File: src/rtl/w_pattern_gen_pkg.sv
// Shared definitions for the serial w-stimulus generator: state codes and the
// LED positions used by the extended top level.
package w_pattern_gen_pkg;

  localparam int ST_W = 2;

  typedef enum logic [ST_W-1:0] {
    ST_IDLE = 2'b00,
    ST_SEND = 2'b01,
    ST_DONE = 2'b10
  } w_state_e;

  // LED index map for the generator status on the extended top level.
  localparam int LED_WGEN_BUSY    = 15;
  localparam int LED_WGEN_DONE    = 14;
  localparam int LED_WGEN_STATE_H = 13;
  localparam int LED_WGEN_STATE_L = 12;

endpackage

File: src/rtl/w_shift_reg.sv
// Load/shift-right register with zero fill; load takes priority over shift.
module w_shift_reg #(
  parameter int WIDTH = 8
) (
  input  logic             clk,
  input  logic             reset,
  input  logic             load_i,
  input  logic             shift_i,
  input  logic [WIDTH-1:0] data_i,
  output logic [WIDTH-1:0] q_o
);

  logic [WIDTH-1:0] shreg_q;

  // NOTE: sequential state uses non-blocking assignments so every register
  // samples pre-edge values, independent of block ordering.
  always_ff @(posedge clk or posedge reset) begin
    if (reset) begin
      shreg_q <= '0;
    end else if (load_i) begin
      shreg_q <= data_i;
    end else if (shift_i) begin
      shreg_q <= shreg_q >> 1;
    end
  end

  assign q_o = shreg_q;

endmodule

File: src/rtl/w_pattern_gen.sv
// Serial stimulus transmitter: sends a captured pattern LSB-first on w, with
// optional gapless repeat, reporting busy/done and its binary state.
module w_pattern_gen
  import w_pattern_gen_pkg::*;
#(
  parameter int WIDTH = 8,
  parameter int LW    = $clog2(WIDTH + 1)
) (
  input  logic             clk,
  input  logic             reset,
  input  logic             start,
  input  logic             rpt,
  input  logic [WIDTH-1:0] pattern,
  input  logic [LW-1:0]    length,
  output logic             w,
  output logic             busy,
  output logic             done,
  output logic [ST_W-1:0]  state,
  output logic [LW-1:0]    bits_left
);

  w_state_e         state_q, state_d;
  logic [LW-1:0]    bits_left_q, bits_left_d;
  logic [LW-1:0]    eff_len;
  logic             load, shift;
  logic [WIDTH-1:0] load_data;
  logic [WIDTH-1:0] shreg;

  assign eff_len = (length > LW'(WIDTH)) ? LW'(WIDTH) : length;

  w_shift_reg #(.WIDTH(WIDTH)) u_shreg (
    .clk     (clk),
    .reset   (reset),
    .load_i  (load),
    .shift_i (shift),
    .data_i  (load_data),
    .q_o     (shreg)
  );

  always_ff @(posedge clk or posedge reset) begin
    if (reset) begin
      state_q     <= ST_IDLE;
      bits_left_q <= '0;
    end else begin
      state_q     <= state_d;
      bits_left_q <= bits_left_d;
    end
  end

  // NOTE: every signal written here gets a default first, so no path through
  // the case can leave one unassigned and infer a latch.
  always_comb begin
    state_d     = state_q;
    bits_left_d = bits_left_q;
    load        = 1'b0;
    shift       = 1'b0;
    load_data   = pattern;
    case (state_q)
      ST_IDLE: begin
        bits_left_d = '0;
        if (start && (eff_len != '0)) begin
          load        = 1'b1;
          bits_left_d = eff_len;
          state_d     = ST_SEND;
        end
      end
      ST_SEND: begin
        if (bits_left_q > LW'(1)) begin
          shift       = 1'b1;
          bits_left_d = bits_left_q - LW'(1);
        end else if (rpt && (eff_len != '0)) begin
          load        = 1'b1;
          bits_left_d = eff_len;
        end else begin
          // Clear the register on exit so w and the shift state are clean.
          load        = 1'b1;
          load_data   = '0;
          bits_left_d = '0;
          state_d     = ST_DONE;
        end
      end
      ST_DONE: begin
        bits_left_d = '0;
        if (!start) state_d = ST_IDLE;
      end
      default: begin
        bits_left_d = '0;
        load        = 1'b1;
        load_data   = '0;
        state_d     = ST_IDLE;
      end
    endcase
  end

  assign busy      = (state_q == ST_SEND);
  assign done      = (state_q == ST_DONE);
  assign w         = busy & shreg[0];
  assign state     = state_q;
  assign bits_left = bits_left_q;

endmodule

File: config.mk
export PLATFORM = sky130hd
export DESIGN_NAME = w_pattern_gen
export DESIGN_NICKNAME = d
export VERILOG_FILES = /design/src/rtl/w_pattern_gen_pkg.sv /design/src/rtl/w_shift_reg.sv /design/src/rtl/w_pattern_gen.sv
export SDC_FILE = /design/constraint.sdc
export NUM_CORES = 1
export LEC_CHECK = 0
export ABC_AREA = 1
export CAP_MARGIN = 25
export CORE_MARGIN = 4
export CORE_UTILIZATION = 40
export CTS_BUF_LIST = sky130_fd_sc_hd__clkbuf_8
export DETAILED_ROUTE_END_ITERATION = 10
export GPL_TIMING_DRIVEN = 0
export PLACE_DENSITY = 0.77
export REMOVE_ABC_BUFFERS = 1
export SLEW_MARGIN = 20
export SYNTH_ARGS = -nofsm -noshare
export SYNTH_HDL_FRONTEND = slang
export SYNTH_HIERARCHICAL = 1
export SYNTH_SLANG_ARGS = --single-unit
File: constraint.sdc
create_clock -name clk -period 1.8 [get_ports clk]
set_input_delay 0.45 -clock clk [delete_from_list [all_inputs] [get_ports clk]]
set_output_delay 0.45 -clock clk [all_outputs]
set_load 0.05 [all_outputs]
==> impl_metrics.env, run 1 <==
export IMPL_grt_max_degree=9
export IMPL_synthXorXnorAreaFrac_pct=0.867
export IMPL_avgSynthCellArea_um2=7.65
export IMPL_startpoint_type="register"
export IMPL_postRouteAntennaNets=0
export IMPL_crit_required_ns=1.35
export IMPL_arrival_ns=1.32
export IMPL_cp_end_kind="primary output"
export IMPL_crit_fanout=4
export IMPL_layout_common_cells="nand2_1 (34), nand3_1 (24), inv_1 (18), clkdlybuf4s50_1 (15), dfrtp_1 (12)"
export IMPL_die_area_um2=3390
export IMPL_antenna_found_initial=0
export IMPL_area_delta_synth_final_pct=37.8
export IMPL_cts_hold_buf=0
export IMPL_hpwl_mm=1.74
export IMPL_criticalPathCategory="reg2out"
export IMPL_finalPower_mw=2.97
export IMPL_drtIter0Drc=13
export IMPL_drv_cap=0
export IMPL_portBuffers=24
export IMPL_seq_area_um2=353
export IMPL_multi_input_area_um2=554
export IMPL_synthAdderAreaFrac_pct=2.48
export IMPL_wl_per_cell_um=12.5
export IMPL_dp_cells=181
export IMPL_seq_area_frac_synth_pct=34.7
export IMPL_max_vdd_ir_drop_v=0.00106
export IMPL_clock_path_buffers=2
export IMPL_maxSlewHeadroom_pct=66.8
export IMPL_yosys_area_share_simple_pct=37.8
export IMPL_initial_core_util_pct=44.0
export IMPL_yosysWarnings=6
export IMPL_hold_viol_final=0
export IMPL_numCtsBuffers=3
export IMPL_fp_coreArea_um2=2300
export IMPL_synth_cell_types=26
export IMPL_cts_root_buf="clkbuf_8"
export IMPL_finalSetupViolations=0
export IMPL_drive_gt1_share_pct=27.7
export IMPL_n_fill_cell=212
export IMPL_wl_mm=2.43
export IMPL_fin_area_um2=1390
export IMPL_clock_latency_ns=0.25
export IMPL_drc_errors=0
export IMPL_dpl_cell_area_um2=1250
export IMPL_synth_compound_area_share_pct=12.0
export IMPL_layout_commonest_cell="nand2_1"
export IMPL_place_gp_congestion=0.821
export IMPL_setup_tns_ns=0
export IMPL_grt_pass1_wl_mm=3.83
export IMPL_nets=185
export IMPL_max_freq_mhz=566
export IMPL_final_cells=194
export IMPL_cts_tree="yes"
export IMPL_drv_slew=0
export IMPL_holdWs_ns=0.441
export IMPL_clock_sinks=14
export IMPL_row_count=17
export IMPL_p_leak_nw=0.699
export IMPL_via_per_inst=4.99
export IMPL_synth_top_family_by_area="simple AND/OR/NAND/NOR gates"
export IMPL_synth_top_area_share_pct=34.7
export IMPL_period_share_pct=98.1
export IMPL_path_clk_slew_ns=0.06
export IMPL_hp_class="in2async"
export IMPL_grt_usage_pct=15.0
export IMPL_die_h_um=58.2
export IMPL_power_density_nw_per_um2=2140
export IMPL_overflow=0
export IMPL_ios=25
export IMPL_finalClockSkew_ns=0.00471
export IMPL_syn_area_um2=1010
export IMPL_htree_levels=1
export IMPL_layout_min_cycle_time_ns=1.77
export IMPL_grt_pass1_vias=884
export IMPL_ys_ff_latch=14
export IMPL_synth_top_cell_by_area="dfrtp_1"
export IMPL_syn_inst=132
export IMPL_synth_area_top_cells="dfrtp_1 (35%), nand2_1 (13%), nand3_1 (12%)"
export IMPL_fp_dieW_um=58.2
export IMPL_via_count=968
export IMPL_worstMarginPinSlew_ns=0.500
export IMPL_firstDrtPassIters=4
export IMPL_synthMuxAreaShare_pct=0
export IMPL_status="finished clean"
export IMPL_diodes=0
cells by family (layout without fill, tap and decap cells):
logic type,count (synthesis),in the layout
flip-flops,14,14
XOR/XNOR,1,1
AND/OR/NAND/NOR,73,73
buffers and inverters,27,61
adder cells (fa/ha/maj),2,2
AO/OA/AOI/OAI,15,15
repair_timing:
action | 4_1_cts | 5_1_grt
setup endpoints to repair | 17 | 11
pin swaps | 2 | 3
gates resized for setup | 22 | 11
setup buffers | 6 | 3
cloned | 0 | 0
flip-flops by register name, indices dropped and copies added (netlist names):
register	cells
u_shreg/q_o	8
bits_left	4
state	2
area by class of cell:
class,count,area share [%]
Inverter,24,6.92
Sequential cell,14,25.4
Timing Repair Buffer,33,21.4
Multi-Input combinational cell,91,39.8
Clock buffer,4,3.96
Tap cell,28,2.52
worst paths after layout:
path	depth (start not counted)	end	slack (ns)	from
worst max-delay path	2	state[0]	0.03	state[0]
worst min-delay path	2	state[0]	0.44	reset
worst max register to register	9	u_shreg/q_o[1]	0.12	bits_left[1]
worst min register to register	2	u_shreg/q_o[6]	0.50	u_shreg/q_o[6]
max in group asynchronous	2	u_shreg/q_o[0]	1.05	reset
min in group clk	2	u_shreg/q_o[6]	0.50	u_shreg/q_o[6]
critical path, stage by stage, from the launching register on:
cell and delay, ns:
dfrtp_2 0.41, buf_4 0.13, dlygate4sd2_1 0.52
synthesized netlist by cell type (all sizes together):
cell / n
a21oi: 10
inv: 24
nand3: 25
nand3b: 1
xnor2: 1
dfrtp: 14
buf: 3
a31oi: 1
nor2: 7
nor3: 1
o21ai: 3
a31o: 1
ha: 2
nand2: 39
stage by stage:
stage | setup slack [ns] | util (%)
CTS | -0.0119 | 58.6
global route | -0.0255 | 60.6
global placement | -0.748 | 54.6
detailed placement | -0.768 | 54.6
finish | 0.0347 | 60.6
floorplan | -0.930 | -
report_power, final:
group / internal (mW) / switching (mW) / leakage [nW]
Clock: 0.194 / 0.116 / 0.0288
Sequential: 0.476 / 0.133 / 0.174
Combinational: 0.753 / 1.30 / 0.497
Total: 1.42 / 1.55 / 0.699
layer usage:
metal,wire length [µm],GRT usage (%),share of wire (%)
met1,1020,16.9,42
met2,1220,24.7,50
met3,99,3.79,4.1
met4,86,9.93,3.5
met5,0,0,0
Note: power is estimated with default switching activity, not from simulation.
==> inputs of run 2 (changes only) <==
RECOVER_POWER = 100   (was unset)
==> impl_metrics.env, run 2 (synthesized netlist as in run 1, its figures left out) <==
export IMPL_status="finished clean"
export IMPL_fp_dieW_um=58.2
export IMPL_crit_slowest_cell="dlygate4sd2_1"
export IMPL_clock_latency_ns=0.25
export IMPL_path_clk_slew_ns=0.06
export IMPL_via_count=967
export IMPL_largest_register_ffs=8
export IMPL_clock_path_buffers=2
export IMPL_layout_commonest_cell="nand2_1"
export IMPL_cpLargestDelayFamily="buffers and inverters"
export IMPL_drv_cap=0
export IMPL_crit_required_ns=1.35
export IMPL_hold_viol_final=0
export IMPL_dpl_cell_area_um2=1250
export IMPL_critPathMaxStageDelay_ns=0.52
export IMPL_antenna_found_initial=0
export IMPL_drtIter0Drc=14
export IMPL_grt_pass1_vias=884
export IMPL_startpoint_type="register"
export IMPL_die_h_um=58.2
export IMPL_finalSetupViolations=0
export IMPL_arrival_ns=1.32
export IMPL_die_area_um2=3390
export IMPL_diodes=0
export IMPL_via_per_inst=4.98
export IMPL_criticalPathCategory="reg2out"
export IMPL_finalClockSkew_ns=0.00399
export IMPL_overflow=0
export IMPL_drive_gt1_share_pct=27.1
export IMPL_ios=25
export IMPL_postRouteAntennaNets=0
export IMPL_setup_tns_ns=0
export IMPL_period_share_pct=98.1
export IMPL_worstMarginPinSlew_ns=0.500
export IMPL_fin_area_um2=1390
export IMPL_htree_levels=1
export IMPL_hp_class="reg2reg"
export IMPL_layout_common_cells="nand2_1 (35), nand3_1 (24), inv_1 (18), clkdlybuf4s50_1 (13), dfrtp_1 (12)"
export IMPL_max_vdd_ir_drop_v=0.00106
export IMPL_power_density_nw_per_um2=2130
export IMPL_grt_pass1_wl_mm=3.83
export IMPL_worst_path_buf_inv=2
export IMPL_cp_end_kind="primary output"
export IMPL_cts_tree="yes"
export IMPL_row_count=17
export IMPL_portBuffers=24
export IMPL_dp_cells=181
export IMPL_p_leak_nw=0.702
export IMPL_grt_usage_pct=15.0
export IMPL_fp_coreArea_um2=2300
export IMPL_firstDrtPassIters=4
export IMPL_wl_per_cell_um=12.5
export IMPL_cts_root_buf="clkbuf_8"
export IMPL_max_freq_mhz=566
export IMPL_hpwl_mm=1.74
export IMPL_maxSlewHeadroom_pct=66.8
export IMPL_final_cells=194
export IMPL_cts_hold_buf=0
export IMPL_layout_min_cycle_time_ns=1.77
export IMPL_place_gp_congestion=0.821
export IMPL_numCtsBuffers=3
export IMPL_clock_sinks=14
export IMPL_drv_slew=0
export IMPL_crit_fanout=4
export IMPL_drc_errors=0
export IMPL_crit_chain="buf_4, dlygate4sd2_1"
export IMPL_wl_mm=2.43
export IMPL_nets=185
export IMPL_area_delta_synth_final_pct=37.2
export IMPL_grt_max_degree=9
export IMPL_initial_core_util_pct=44.0
run 2: cell count changes in the layout (fill, tap and decap cells not counted):
cell / change
clkbuf_2: +1
dlygate4sd3_1: +2
clkdlybuf4s50_1: -2
buf_4: -2
clkdlybuf4s15_1: -1
clkbuf_4: +1
nand2_1: +1
dlygate4sd2_1: +1
nand2_2: -1
run 2: worst paths after layout:
kind                                startpoint        endpoint  slack [ns]  cells after the start
worst max register to register    bits_left[1]  u_shreg/q_o[2]        0.12                      9
worst min register to register  u_shreg/q_o[6]  u_shreg/q_o[6]        0.50                      2
worst min-delay path            u_shreg/q_o[6]  u_shreg/q_o[6]        0.50                      2
max in group asynchronous                reset  u_shreg/q_o[0]        0.92                      2
worst max-delay path                  state[0]        state[0]        0.03                      2
min in group asynchronous                reset        state[0]        0.57                      2
run 2: per-layer routing:
layer	GRT usage (%)	up-vias	wire [µm]
li1	-	485	-
met1	16.9	452	1020
met2	24.7	21	1220
met3	3.79	9	99
met4	9.93	0	86
met5	0	-	0
run 2: area by class of cell:
cell class | count | area, µm²
well taps | 28 | 35.0
inverters | 24 | 96.3
fillers | 215 | 912
flip-flops and latches | 14 | 353
repair buffers | 33 | 294
multi-input cells | 91 | 552
clock buffers | 4 | 55.1
run 2: where the power goes:
group	switching [mW]	internal, mW	total, mW
logic	1.30	0.737	2.03
registers	0.132	0.476	0.608
clock network	0.117	0.194	0.311
run 2: worst min-delay path, stage by stage (launching register included):
cell and delay [ns]:
dfrtp_1 0.35, nand2_1 0.06, nand3_1 0.06
run 2: repair_timing:
action | 4_1_cts | 5_1_grt
buffers inserted | 6 | 3
gates resized for setup | 22 | 11
endpoints found under the setup margin | 17 | 11
pin swaps | 2 | 3
run 2: stage by stage:
step	hold slack, ns	setup WS [ns]	utilization (%)	total power [mW]
6_report	0.497	0.0347	60.3	2.95
3_3_place_gp	0.457	-0.748	54.6	2.37
5_1_grt	0.523	-0.0307	60.3	3.18
4_1_cts	0.446	-0.0119	58.6	2.82
3_5_place_dp	0.470	-0.768	54.6	2.42
2_1_floorplan	0.241	-0.930	-	1.96
